<file path="src/rtl/ticket_pay_ctrl.sv">
// rtl/ticket_pay_ctrl.sv - order latch, coin accumulation, ticket dispense and change report
`timescale 1ns/1ps
module ticket_pay_ctrl #(
  parameter int WIDTH   = 8,
  parameter int TIMEOUT = 30
) (
  input  logic             clk,
  input  logic             rst,
  input  logic             start,
  input  logic [WIDTH-1:0] total,
  input  logic [WIDTH-1:0] count,
  input  logic             coin_valid,
  input  logic [WIDTH-1:0] coin_value,
  input  logic             cancel,
  output logic             busy,
  output logic [WIDTH-1:0] paid,
  output logic             ticket_pulse,
  output logic             change_valid,
  output logic [WIDTH-1:0] change,
  output logic             done,
  output logic             abort,
  output logic             err,
  output logic             coin_rej
);

  localparam int TW = (TIMEOUT < 1) ? 1 : $clog2(TIMEOUT + 1);

  typedef enum logic [1:0] {IDLE, PAY, DISP, CHG} state_t;

  state_t           state, state_nxt;
  logic [WIDTH-1:0] tot_r, tot_nxt;
  logic [WIDTH-1:0] left_r, left_nxt;
  logic             phase_r, phase_nxt;
  logic [WIDTH-1:0] paid_r, paid_nxt;
  logic [TW-1:0]    timer_r, timer_nxt;
  logic [WIDTH-1:0] change_r, change_nxt;
  logic             abort_r, abort_nxt;
  logic             err_r, err_nxt;
  logic             coin_rej_r, coin_rej_nxt;

  logic [WIDTH:0]   sum;
  logic [WIDTH-1:0] paid_add;
  logic [TW-1:0]    timer_inc;

  always_ff @(posedge clk) begin
    if (rst) begin
      state      <= IDLE;
      tot_r      <= '0;
      left_r     <= '0;
      phase_r    <= 1'b0;
      paid_r     <= '0;
      timer_r    <= '0;
      change_r   <= '0;
      abort_r    <= 1'b0;
      err_r      <= 1'b0;
      coin_rej_r <= 1'b0;
    end else begin
      state      <= state_nxt;
      tot_r      <= tot_nxt;
      left_r     <= left_nxt;
      phase_r    <= phase_nxt;
      paid_r     <= paid_nxt;
      timer_r    <= timer_nxt;
      change_r   <= change_nxt;
      abort_r    <= abort_nxt;
      err_r      <= err_nxt;
      coin_rej_r <= coin_rej_nxt;
    end
  end

  always_comb begin
    state_nxt    = state;
    tot_nxt      = tot_r;
    left_nxt     = left_r;
    phase_nxt    = phase_r;
    paid_nxt     = paid_r;
    timer_nxt    = timer_r;
    change_nxt   = change_r;
    abort_nxt    = abort_r;
    err_nxt      = 1'b0;
    coin_rej_nxt = coin_valid && (state != PAY);

    // Saturating add so an overpaying coin never wraps the running total
    sum       = {1'b0, paid_r} + {1'b0, coin_value};
    paid_add  = coin_valid ? (sum[WIDTH] ? '1 : sum[WIDTH-1:0]) : paid_r;
    timer_inc = timer_r + TW'(1);

    case (state)
      IDLE: begin
        if (start) begin
          if (total != '0 && count != '0) begin
            tot_nxt   = total;
            left_nxt  = count;
            phase_nxt = 1'b0;
            paid_nxt  = '0;
            timer_nxt = '0;
            state_nxt = PAY;
          end else begin
            err_nxt = 1'b1;
          end
        end
      end
      PAY: begin
        paid_nxt  = paid_add;
        timer_nxt = coin_valid ? '0 : timer_inc;
        if (cancel || (!coin_valid && timer_inc == TW'(TIMEOUT))) begin
          change_nxt = paid_add;
          abort_nxt  = 1'b1;
          state_nxt  = CHG;
        end else if (paid_add >= tot_r) begin
          change_nxt = paid_add - tot_r;
          abort_nxt  = 1'b0;
          phase_nxt  = 1'b0;
          state_nxt  = DISP;
        end
      end
      DISP: begin
        // phase 0 is a pulse cycle, phase 1 the gap between pulses
        if (!phase_r) begin
          if (left_r == WIDTH'(1)) begin
            state_nxt = CHG;
          end else begin
            left_nxt  = left_r - WIDTH'(1);
            phase_nxt = 1'b1;
          end
        end else begin
          phase_nxt = 1'b0;
        end
      end
      CHG: begin
        state_nxt = IDLE;
      end
      default: begin
        state_nxt = IDLE;
      end
    endcase
  end

  assign busy         = (state != IDLE);
  assign paid         = paid_r;
  assign ticket_pulse = (state == DISP) && !phase_r;
  assign change_valid = (state == CHG);
  assign change       = change_r;
  assign done         = (state == CHG) && !abort_r;
  assign abort        = (state == CHG) && abort_r;
  assign err          = err_r;
  assign coin_rej     = coin_rej_r;

endmodule
</file>
<file path="config.mk">
export PLATFORM = sky130hd
export DESIGN_NAME = ticket_pay_ctrl
export DESIGN_NICKNAME = d
export VERILOG_FILES = /design/src/rtl/ticket_pay_ctrl.sv
export SDC_FILE = /design/constraint.sdc
export NUM_CORES = 1
export LEC_CHECK = 0
export CAP_MARGIN = 10
export CORE_MARGIN = 5
export CORE_UTILIZATION = 44
export DETAILED_ROUTE_END_ITERATION = 12
export PLACE_DENSITY = 0.73
export RECOVER_POWER = 100
export SLEW_MARGIN = 5
export SYNTH_ARGS = -nofsm -noshare
export SYNTH_HDL_FRONTEND = slang
export SYNTH_SLANG_ARGS = --single-unit
</file>
<file path="constraint.sdc">
create_clock -name clk -period 4.6 [get_ports clk]
set_input_delay 0.46 -clock clk [delete_from_list [all_inputs] [get_ports clk]]
set_output_delay 0.46 -clock clk [all_outputs]
set_load 0.01 [all_outputs]
</file>
* Word-level counts from Yosys, hierarchy flattened
Index checks and enable logic that the tools add are counted.
Cells by class: $add $sub $neg 4, multiply operators 0, divide/modulo/power cells 0, order comparisons 1, equality and inequality tests 14, shift-type cells 0, multiplexer cells 32, bitwise logic cells 2, reduce and logical (&&, ||, !) cells 25
Operators by type and width (number):
- $mux W8 | 10
- $pmux W8 S2 | 2
- $reduce_bool A8 Y1 | 2
- $mux W5 | 3
- $reduce_and A5 Y1 | 3
- $ne A2 B2 Y1 const B | 7
- $mux W2 | 6
- $pmux W5 S2 | 1
- $add A8 B8 Y9 | 1
- $eq A8 B1 Y1 const B | 1
- $ge A8 B8 Y1 | 1
- $mux W1 | 8
- $pmux W2 S4 | 1
- $reduce_bool A2 Y1 | 4
- $sub A8 B1 Y8 const B | 1
- $sub A8 B8 Y8 | 1
- $logic_and A1 B1 Y1 | 6
- $reduce_and A3 Y1 | 2
- $add A5 B1 Y5 const B | 1
- $eq A5 B5 Y1 const B | 1
- $eq A2 B2 Y1 const B | 2
- $logic_not A1 Y1 | 3
- $ne A3 B3 Y1 const B | 1
- $pmux W1 S3 | 1
- 8 further kinds | 9
Word-level totals: register bits 43, bits in latches 0, bits in writable memories 0, ROM bits 0, input bits 29, word-level logic and storage cells 88, memories 0

* Logic depth before layout (Yosys ltp)
Gate-level depths: netlist of run 1.
depth after elaboration 7, depth in mapped cells 16, mapped depth without buffers 15

* Worst setup path before layout of run 1
OpenSTA, ideal clock, no wires.
path type input-to-reg, start point input port coin_value[0], end point register phase_r, arrival 3.767 ns, data required time 4.479 ns, path slack 0.712 ns, stages 13, path buffers 1, path through ha_1 fa_1 a211oi_1 o21ai_0 a21o_1 o32a_1 ha_1 clkbuf_1 a21oi_1 a311oi_2 o21ai_0 a211oi_1 mux2_2
On the way: cells in the longest elaborated chain, start to end 6
Ends and longest elaborated chain:
- start, declared | line 13 | input logic [WIDTH-1:0] coin_value,
- $add A8 B8 Y9 | line 84 | sum = {1'b0, paid_r} + {1'b0, coin_value};
- $mux W8 (2 in a row) | line 85 | paid_add = coin_valid ? (sum[WIDTH] ? '1 : sum[WIDTH-1:0]) : paid_r;
- $ge A8 B8 Y1 | line 110 | end else if (paid_add >= tot_r) begin
- $ne A2 B2 Y1 (no line)
- $reduce_and A5 Y1 (no line)
- end signal, assigned | line 61 | phase_r <= phase_nxt;
- end, declared | line 33 | logic phase_r, phase_nxt;
No other way between the ends. A chain may end at the register's enable or synchronous reset.

* Worst setup path after layout of run 1
start point input port coin_value[0], end point register change_r[0], in the netlist change[0]
On the way: cells in the longest elaborated chain, start to end 6, elaborated cells between the ends (all ways) 9
Ends and longest elaborated chain:
- $add A8 B8 Y9 * | line 84
- $mux W8 * (2 in a row) | line 85
- $sub A8 B8 Y8 / $ge A8 B8 Y1 (equally long branches) | line 111, 110
- $mux W8 / $reduce_bool A2 Y1 (equally long branches)
- $mux W8 / $reduce_and A2 Y1 (equally long branches)
- end signal, assigned | line 64 | change_r <= change_nxt;
- end, declared | line 36 | logic [WIDTH-1:0] change_r, change_nxt;
Every way passes the cells marked *; elsewhere a longest branch is shown, timed or not. The select of a mux whose other input is x is not followed.

==> metrics list, run 1 <==
- The die covers 8647 um^2.
* Number of placed instances, taps included: 495
* Crit-path cells: clkdlybuf4s50_1 -> ha_1 -> fa_1 -> a211oi_1 -> o21ai_0 -> a21o_1 -> o22ai_1 -> ha_1 -> inv_1 -> fa_1 -> a21o_1 -> a21oi_2 -> a311oi_2 -> o31a_1 -> nor3b_1 -> a211o_1
* Maximum single-stage delay on the critical path: 470 ps
- Across the routed clock network, the largest skew measured is 7.876 ps.
- Stages on worst setup path: 16
- Summing all non-filler instances in the final layout gives an area of 3676 um^2.
- For the worst setup path, the data required time is 4850 ps.
* Count of endpoints failing hold in the final timing report: 0
* Path type of the worst setup path: primary input to register
* Yosys warns: 0
- For this run, the top clock speed supported by timing is 229.6 MHz.
* Die Ht: 92.99 um
- Port bufs: 51
- The number of buffers and inverters on the critical path is 2.
- Design Power: 1.743 mW
* Initial antenna violation count: 0
- The library cell used most frequently in the layout, excluding fill and tap cells, is sky130_fd_sc_hd__nor2_1.
- First-pass DRT Iterations: 4
* Detailed-route via count: 2851
- Entering global routing, the biggest net connects 27 pins.
- STA classifies the critical path startpoint as a primary input.
* Level count of the clock H-tree: 2
- Root Buffer Master: sky130_fd_sc_hd__clkbuf_8
- Area growth from synthesis to layout: 21.30%
- Vias in the first global route: 2668
- Post-route antenna net violation count: 0
- Final-report setup violation count: 0
* GRT Residual Overflow: 0
- Power density cells: 474.1 nW/um^2
* Number of pins with negative max-slew slack in the final report: 0
- Total GRT Usage: 17.67%
- The detailed router finished its first iteration with 120 violations.
- Portion of the post-synthesis area used by sequential elements: 28.41%
* Most used DFF post-synth: sky130_fd_sc_hd__dfxtp_1
* Worst-case hold slack: 495.1 ps
* Max FO, Critical Path: 11
- Source-to-sink clock delay at the later pin of the worst-skew pair: 300 ps
- Once the floorplan was initialized, standard cells occupied 44.85% of the core.
- Along the worst hold path, the cell count comes to 1.
- Post-DP HPWL: 5818 um
* Commonest cells after routing, fill and taps aside: 49 x sky130_fd_sc_hd__nor2_1, 43 x sky130_fd_sc_hd__dfxtp_1, 28 x sky130_fd_sc_hd__a21oi_1
* Final GP Congestion: 0.8611
- Leak: 1.558 nW
- After layout, the minimum clock period comes to 4356 ps.
- Synthesized instance count: 375
- TritonCTS built the clock tree.
- Number of buffers inserted by hold repair at cts: 0
* X dimension of the die: 92.99 um
- In the routed layout, each cell is associated on average with a via count of 5.668.
- In the final layout, the multi-input gates occupy 2011 um^2.
- Placed instance area: 3606 um^2
* Max-cap violation count: 0
- Buffer levels on the longest clock path: 2
- Net count of the mapped netlist: 431
- The number of antenna diodes in the final layout is 0.
* Cell family contributing the most delay on the critical path: compound AO/OA/AOI/OAI gates
- Clock sink count: 43
* Relative slew margins: 19.52%
- First-pass GRT wire length: 12490 um
- The synthesized design contains 0 enable-type register cells.
- Total standard cell area after synthesis: 3030 um^2
* Type of the tightest min-delay check: register to register
* Routed wirelength normalized by instance count: 15.04 um
* Flop and latch count out of synthesis: 43
- VDD sags by at most 0.0002397 V.
- Dividing the final minimum period by the clock period gives 94.69%.
- STA puts the critical path data arrival time at 4600 ps.
- During I/O placement, the number of pins put on the boundary was 52.
* Setup repair after global routing missed its margin: no
- # Post-CTS Setup Buffers: 0
- Ys async rst share: 0%
- Once the clock tree was built, the resizer swapped 0 gates to a different size.
- The number of different library cells used by synthesis comes to 64.
* Count of placed standard cells in the final layout, fillers left out: 503
* Final Util: 54.41%
- After floorplanning, the core was sized to cover 6756 um^2.
- Average footprint of a synthesized cell: 8.081 um^2
- On the critical path, the stage with the largest delay is an instance of sky130_fd_sc_hd__o31a_1.
- Clock edge transition at the registers on the reported setup and hold paths: 80 ps
- Critical path endpoint category: register
* Status: finished, final reports clean
- DR DRC count: 0
* Reg2Reg Depth: 15
- # rows: 30
- Post-layout nets: 478
* Fraction of final layout cells sized beyond drive strength 1: 6.147%
- In the final layout, flip-flops and latches occupy 860.8 um^2.
- Fill cell total of the finished layout: 656
* Total wire length: 7564 um
- Transition at the pin with the smallest max-transition slack: 1207 ps
* Inserted Clock Buffers: 5
## layer usage
metal | wire [um] | up-vias | global-route usage [%]
met5 | 0 | - | 0
met4 | 103 | 0 | 4.640
met3 | 332 | 9 | 4.183
met2 | 3541 | 54 | 29.27
met1 | 3588 | 1327 | 23.06
li1 | - | 1461 | -
## metrics by stage
stage	setup TNS, ps	worst slack, ps
4_1_cts	0	276.6
6_report	0	244.1
3_3_place_gp	0	135.5
3_5_place_dp	-65.34	-24.01
2_1_floorplan	0	712.4
5_1_grt	0	16.67
## final cells by class
class                      count  area share [%]
multi-input combinational    295           54.70
sequential                    43           23.42
timing repair buffer          56           14.81
tap                           80           2.723
inverter                      21           2.144
clock buffer                   7           2.076
clock inverter                 1          0.1361
## cell usage after synthesis, types with 7 or more instances
master	number	area, um^2
sky130_fd_sc_hd__a211oi_1	7	52.55
sky130_fd_sc_hd__a21o_1	13	97.59
sky130_fd_sc_hd__a21oi_1	28	140.1
sky130_fd_sc_hd__clkbuf_1	11	41.29
sky130_fd_sc_hd__dfxtp_1	43	860.8
sky130_fd_sc_hd__ha_1	25	312.8
sky130_fd_sc_hd__inv_1	20	75.07
sky130_fd_sc_hd__mux2i_1	10	100.1
sky130_fd_sc_hd__nand2_1	25	93.84
sky130_fd_sc_hd__nand3_1	8	40.04
sky130_fd_sc_hd__nor2_1	49	183.9
sky130_fd_sc_hd__o21ai_0	21	105.1
## power by group
group	switching [mW]	internal, mW	leakage, nW
Combinational	0.548	0.432	1.16
Sequential	0.0726	0.455	0.351
Clock	0.128	0.107	0.0422
## sequential cells by signal (all words and copies together), names as in the netlist
signal / count
tot_r: 8
err: 1
left_r: 8
coin_rej: 1
change: 8
phase_r: 1
abort_r: 1
paid: 8
state: 2
timer_r: 5
## cells by family (layout without fill, tap and decap cells)
logic type               count (synthesis)  after routing  synth area share (%)
buffers and inverters                   37             85                 4.996
flip-flops                              43             43                 28.41
XOR/XNOR                                 7              7                 2.023
multiplexers                            11             11                 3.675
AND/OR/NAND/NOR                        131            131                 21.68
adder cells (fa/ha/maj)                 27             27                 11.64
AO/OA/AOI/OAI                          119            119                 27.58
## final timing paths
| kind | end | slack (ps) | startpoint |
|---|---|---|---|
| worst min register to register | change[1]$_SDFFE_PP0P_ | 500 | change[1]$_SDFFE_PP0P_ |
| worst min-delay path | change[1]$_SDFFE_PP0P_ | 500 | change[1]$_SDFFE_PP0P_ |
| worst max-delay path | change[0]$_SDFFE_PP0P_ | 240 | coin_value[0] |
| worst max register to register | change[0]$_SDFFE_PP0P_ | 480 | paid[0]$_SDFFE_PP0P_ |
(Power assumes the default switching activity.)
==> inputs of run 2 (changes only) <==
REMOVE_ABC_BUFFERS = 1   (was not set)
==> run 2 against run 1 <==
Effect of this change:
- the run now ends with capacitance limit, slew limit left
- final area up 0.24%
- count of clock-buffer cells in the layout fell by 1
- non-clock buffer count shrank 1
- fmax rose by 1.0%
- clock skew grew 2.0 ps
- critical path depth unchanged
- worst hold slack got worse by 29 ps
- largest power group unchanged
- core utilization up 0.13 points
- combinational power is 2% lower
- register-to-register slack gained 40 ps
==> metrics list, run 2 (same netlist as run 1, synthesis figures left out) <==
- For the pin with the worst max-slew slack, the measured transition is 2163 ps.
* Origin of the worst min-delay path: change[1]$_SDFFE_PP0P_
- Placeable core region: 6756 um^2
- Post-Route Skew: 9.883 ps
- First-pass DRT Iterations: 4
- The routed layout has 2841 vias.
* Launch point of the worst reg-to-reg path: paid[0]$_SDFFE_PP0P_
- The post-route netlist has 5.701% of its cells at a drive strength greater than 1.
* Clock edge transition at the registers on the reported setup and hold paths: 80 ps
* Setup TNS: 0 ps
- Arrival time worst endpoint: 4560 ps
* Final GP Congestion: 0.9083
- Placed instance area: 3598 um^2
* Final-report setup violation count: 0
- Max frequency: 231.9 MHz
* CTS resizes: 0
- Registers take 860.8 um^2.
- Clock sink count: 43
- The number of cells on the worst reg-to-reg path is 15.
* Initial core utilization: 44.85%
- Max-cap violations in this run came to 1.
* Leading cell type in the layout, fill and taps excluded: sky130_fd_sc_hd__nor2_1
- Post-DP HPWL: 5462 um
* Die footprint: 8647 um^2
- The worst setup path is captured at a register.
* Fill cell total of the finished layout: 643
- The initial antenna violation count was 0.
- The run finished, with violations left.
- GRT Residual Overflow: 0
- Startpoint Class: primary input
- For this design the ratio of total power to cell area is 485.0 nW/um^2.
- Violated checks: capacitance limit, slew limit
* Final min period: 4313 ps
- Required arrival time at the worst endpoint: 4850 ps
- First-pass GRT wire length: 11790 um
* Number of instances on the worst hold path: 1
- In the final routed layout, each cell accounts on average for 14.43 um.
- Die Ht: 92.99 um
- Register-to-Register Setup Slack: 520 ps
* X dimension of the die: 92.99 um
- By startpoint and endpoint, the worst setup path is classified as primary input to register.
- Footprint of the multi-input gates: 2006 um^2
- Root Buffer Master: sky130_fd_sc_hd__clkbuf_8
- After layout, the design draws a total of 1.787 mW.
- Via count normalized by instance count: 5.671
- For this design, the CTS-stage hold fixing added 0 buffers.
- Vias in the first global route: 2646
* Clock tree from TritonCTS: built
- Setup repair after global routing left no endpoint under its margin.
* Final worst-path cycle share: 93.75%
* Type of the tightest min-delay check: register to register
- Count of endpoints failing hold in the final timing report: 0
* I/O Pins: 52
- Relative slew margins: -44.21%
- Total GRT Usage: 16.63%
- 0 antenna diodes ended up in the layout.
* # Post-CTS Setup Buffers: 0
* Area growth from synthesis to layout: 21.59%
* Inserted Clock Buffers: 5
- During placement, the flow inserted port buffers numbering 51.
- Source-to-sink clock delay at the later pin of the worst-skew pair: 310 ps
- Of all nets on the critical path, the largest fanout is 11.
- IR analysis of the VDD net gives a maximum drop of 0.0002262 V.
- Level count of the clock H-tree: 2
- In the final design database the tool counted 477 nets.
* Number of pins with negative max-slew slack in the final report: 51
- Buffer levels on the longest clock path: 2
* Leak: 1.561 nW
- The worst hold path terminates at change[1]$_SDFFE_PP0P_.
* Commonest cells after routing, fill and taps aside: 49 x sky130_fd_sc_hd__nor2_1, 43 x sky130_fd_sc_hd__dfxtp_1, 28 x sky130_fd_sc_hd__a21oi_1
* Post-route antenna net violation count: 0
- Maximum number of pins on one net before global-route repair: 51
- Total wire length: 7229 um
* Initial detailed-routing violation count: 166
- Worst r2r dst: change[0]$_SDFFE_PP0P_
- DR DRC count: 0
- Final design instance area without fill: 3685 um^2
* # rows: 30
[run 2: metrics by stage]
step / setup WS (ps) / util (%) / hold WS (ps) / cells
3_3_place_gp: 131.4 / 53.26 / 453.8 / 494
3_5_place_dp: 37.14 / 53.26 / 458.5 / 494
5_1_grt: 81.93 / 54.54 / 509.1 / 501
2_1_floorplan: 784.7 / - / 459.5 / 359
6_report: 287.4 / 54.54 / 466.1 / 501
4_1_cts: 340.2 / 54.78 / 477.7 / 501
[run 2: worst max-delay path by stage]
stage             startpoint                      to  slack [ps]
2_1_floorplan  coin_value[0]  change[1]$_SDFFE_PP0P_         780
3_3_place_gp   coin_value[0]  change[1]$_SDFFE_PP0P_         130
3_5_place_dp   coin_value[0]  change[0]$_SDFFE_PP0P_          40
4_1_cts        coin_value[0]  change[0]$_SDFFE_PP0P_         340
5_1_grt        coin_value[0]   state[0]$_SDFFE_PP0P_          80
6_report       coin_value[0]  change[0]$_SDFFE_PP0P_         290
[run 2: power breakdown]
| group | internal (mW) | total, mW | switching (mW) |
|---|---|---|---|
| Combinational | 0.428 | 0.965 | 0.537 |
| Sequential | 0.456 | 0.528 | 0.0725 |
| Clock | 0.159 | 0.294 | 0.135 |
| Total | 1.04 | 1.79 | 0.744 |
[run 2: final cells by class]
| class | instances | area share [%] |
|---|---|---|
| Multi-Input combinational cell | 295 | 54.43 |
| Timing Repair Buffer | 55 | 14.57 |
| Tap cell | 80 | 2.716 |
| Clock inverter | 1 | 0.8149 |
| Inverter | 21 | 2.139 |
| Sequential cell | 43 | 23.36 |
| Clock buffer | 6 | 1.969 |
[run 2: worst max-delay path, cell delays in order]
cell                              delay, ps
sky130_fd_sc_hd__clkdlybuf4s50_1        400
sky130_fd_sc_hd__ha_1                   240
sky130_fd_sc_hd__fa_1                   430
sky130_fd_sc_hd__a211oi_1               250
sky130_fd_sc_hd__o21ai_0                190
sky130_fd_sc_hd__a21o_1                 250
sky130_fd_sc_hd__o22ai_1                270
sky130_fd_sc_hd__ha_1                   240
sky130_fd_sc_hd__inv_1                   50
sky130_fd_sc_hd__fa_1                   400
sky130_fd_sc_hd__a21o_1                 190
sky130_fd_sc_hd__a21oi_2                190
sky130_fd_sc_hd__a311oi_2               160
sky130_fd_sc_hd__o31a_1                 450
sky130_fd_sc_hd__nor3b_1                240
sky130_fd_sc_hd__a211o_1                130
[run 2: layer usage]
layer	vias up	global-route usage (%)	wire length (um)
li1	1456	-	-
met1	1280	20.57	3370
met2	87	28.43	3311
met3	18	3.701	407
met4	0	5.739	140
met5	-	0	0
==> inputs of run 3 (changes only) <==
CORE_UTILIZATION = 54   (was 44)
PLACE_DENSITY = 0.86   (was 0.73)
==> run 3 against run 2 <==
Effect of this change:
- the run now ends clean
- core utilization up 13 points
- count of clock-buffer cells in the layout is the same
- final area grew 0.95%
- critical endpoint is now change[1]$_SDFFE_PP0P_
- register-to-register slack worse by 50 ps
- first-iteration DRC count is 4.2% higher
- die area decreased by 17%
- sequential share of layout area decreased by 0.22 points
- highest routed layer unchanged
- via count up 3.2%
==> metrics list, run 3 (same netlist as run 1, synthesis figures left out) <==
- Setup repair after global routing left no endpoint under its margin.
- Area growth from synthesis to layout: 22.75%
* Initial antenna violation count: 0
- Required arrival time at the worst endpoint: 4790 ps
* Startpoint Class: primary input
- Final-report setup violation count: 0
- Buffer levels on the longest clock path: 2
* Final worst-path cycle share: 94.81%
- The floorplan step set the die height to 84.91 um.
- Number of buffers and inverters on the critical path: 1
- Worst r2r dst: change[1]$_SDFFE_PP0P_
- 0 antenna diodes ended up in the layout.
* Standard cell with the maximum stage delay on the critical path: sky130_fd_sc_hd__fa_1
* First-pass DRT Iterations: 4
* Post-Route Skew: 4.965 ps
- Maximum number of pins on one net before global-route repair: 20
- For this block, the initial DRC count from the detailed router was 173.
- I/O Pins: 52
* Number of buffers inserted by hold repair at cts: 0
* DR DRC count: 0
* Path type of the worst setup path: primary input to register
* Max-cap violation count: 0
- In this run the register-to-register setup slack is 470 ps.
* Level count of the clock H-tree: 2
- The most critical setup path has its startpoint at coin_value[0].
- Root Buffer Master: sky130_fd_sc_hd__clkbuf_8
- Transition at the pin with the smallest max-transition slack: 765.3 ps
- For this block, the via count after detailed routing is 2933.
- Switching share of power: 40.95%
- The die covers 7210 um^2.
* Post-layout nets: 478
- From left edge to right edge, the die measures 84.91 um.
* # Post-CTS Setup Buffers: 0
- Worst-case hold slack: 468.0 ps
* GRT Residual Overflow: 0
- Final design instance area without fill: 3720 um^2
- Combinational cell fraction of total power: 52.8%
* # rows: 27
- Routed wirelength normalized by instance count: 15.10 um
- In this run the power density over the cells is 500.6 nW/um^2.
- Crit-path cells: clkdlybuf4s50_1 -> ha_1 -> fa_1 -> a211oi_1 -> o21ai_0 -> a21o_1 -> o32a_1 -> ha_1 -> a21oi_1 -> a311oi_2 -> o31a_1 -> nor2_1 -> a211o_1
* Total wire length: 7474 um
- Fraction of final layout cells sized beyond drive strength 1: 6.383%
- Clock tree from TritonCTS: built
- Source-to-sink clock delay at the later pin of the worst-skew pair: 300 ps
* Max frequency: 229.3 MHz
* Max FO, Critical Path: 11
- In this design, the stage delay of the slowest critical-path cell is 430 ps.
* Cell family contributing the most delay on the critical path: compound AO/OA/AOI/OAI gates
- Port bufs: 51
- Vias in the first global route: 2800
- Maximum vdd drop: 0.0003457 V
- For this design the total switching power over the nets is 762.5 uW.
- The first global-routing pass estimated 12590 um of wire.
- The critical path runs through a total of 13 cells.
* Relative slew margins: 48.98%
- Commonest cells after routing, fill and taps aside: 49 x sky130_fd_sc_hd__nor2_1, 43 x sky130_fd_sc_hd__dfxtp_1, 28 x sky130_fd_sc_hd__a21oi_1
* Post-DP HPWL: 5586 um
- Leaving out fill and tap cells, the most frequent cell in the layout is sky130_fd_sc_hd__nor2_1.
- Reg2Reg Depth: 12
* CP most frequent cell: sky130_fd_sc_hd__ha_1
- The final-report max-slew violation count came to 0.
- Count of endpoints failing hold in the final timing report: 0
* Worst setup path end: change[1]$_SDFFE_PP0P_
* Leak: 1.582 nW
- Final min period: 4361 ps
* Portion of total power attributed to the clock network: 18.8%
- Via count normalized by instance count: 5.925
- Type of the tightest min-delay check: register to register
* Inserted Clock Buffers: 5
- Placed instance area: 3596 um^2
* Post-route antenna net violation count: 0
* Placeable core region: 5473 um^2
* CTS resizes: 0
* Sequential group share of total power: 28.4%
- Critical path endpoint category: register
* Launch point of the worst reg-to-reg path: paid[0]$_SDFFE_PP0P_
* Total GRT Usage: 20.61%
- Fill cell total of the finished layout: 457
* Arrival time worst endpoint: 4550 ps
- Internal power summed over all cells: 1.100 mW
- Initial core utilization: 55.37%
* Final GP Congestion: 0.8430
- Clock sink count: 43
- Clock edge transition at the registers on the reported setup and hold paths: 80 ps
* Status: finished, final reports clean
run 3: power by group through the flow:
| stage | clock network, mW | registers, mW | logic, mW |
|---|---|---|---|
| 2_1_floorplan | 0 | 0.534 | 0.690 |
| 3_3_place_gp | 0 | 0.533 | 0.959 |
| 3_5_place_dp | 0 | 0.537 | 0.989 |
| 4_1_cts | 0.355 | 0.529 | 1.00 |
| 5_1_grt | 0.373 | 0.540 | 1.08 |
| 6_report | 0.351 | 0.529 | 0.983 |
run 3: how the worst min path moves through the flow:
stage / from / cells after the start / slack [ps] / to
finish: change[1]$_SDFFE_PP0P_ / 1 / 470 / change[1]$_SDFFE_PP0P_
CTS: change[1]$_SDFFE_PP0P_ / 1 / 480 / change[1]$_SDFFE_PP0P_
global placement: change[1]$_SDFFE_PP0P_ / 1 / 450 / change[1]$_SDFFE_PP0P_
detailed placement: change[1]$_SDFFE_PP0P_ / 1 / 460 / change[1]$_SDFFE_PP0P_
floorplan: left_r[5]$_SDFFE_PP0P_ / 2 / 460 / left_r[5]$_SDFFE_PP0P_
global route: change[1]$_SDFFE_PP0P_ / 1 / 500 / change[1]$_SDFFE_PP0P_
run 3: layer usage:
metal / global-route usage, % / vias to the layer above / wire length, um
li1: - / 1458 / -
met1: 25.60 / 1382 / 3402
met2: 35.80 / 81 / 3625
met3: 4.078 / 12 / 313
met4: 6.475 / 0 / 133
met5: 0 / - / 0
run 3: cell type report:
type | count | area, um^2 | area share [%]
clock buffer | 6 | 72.57 | 1.951
clock inverter | 2 | 60.06 | 1.615
inverter | 21 | 78.83 | 2.119
multi-input combinational | 295 | 2017 | 54.22
sequential | 43 | 860.8 | 23.14
tap | 72 | 90.09 | 2.422
timing repair buffer | 56 | 540.5 | 14.53
run 3: stage by stage:
stage               utilization, %  total power [mW]  worst slack, ps  TNS, ps  instances
global placement             65.71             1.493            157.4        0        487
CTS                          68.13             1.887            201.6        0        495
global route                 67.97             1.997            56.11        0        495
floorplan                        -             1.224            784.7        0        359
finish                       67.97             1.862            238.6        0        495
detailed placement           65.71             1.525           -78.13   -451.4        487
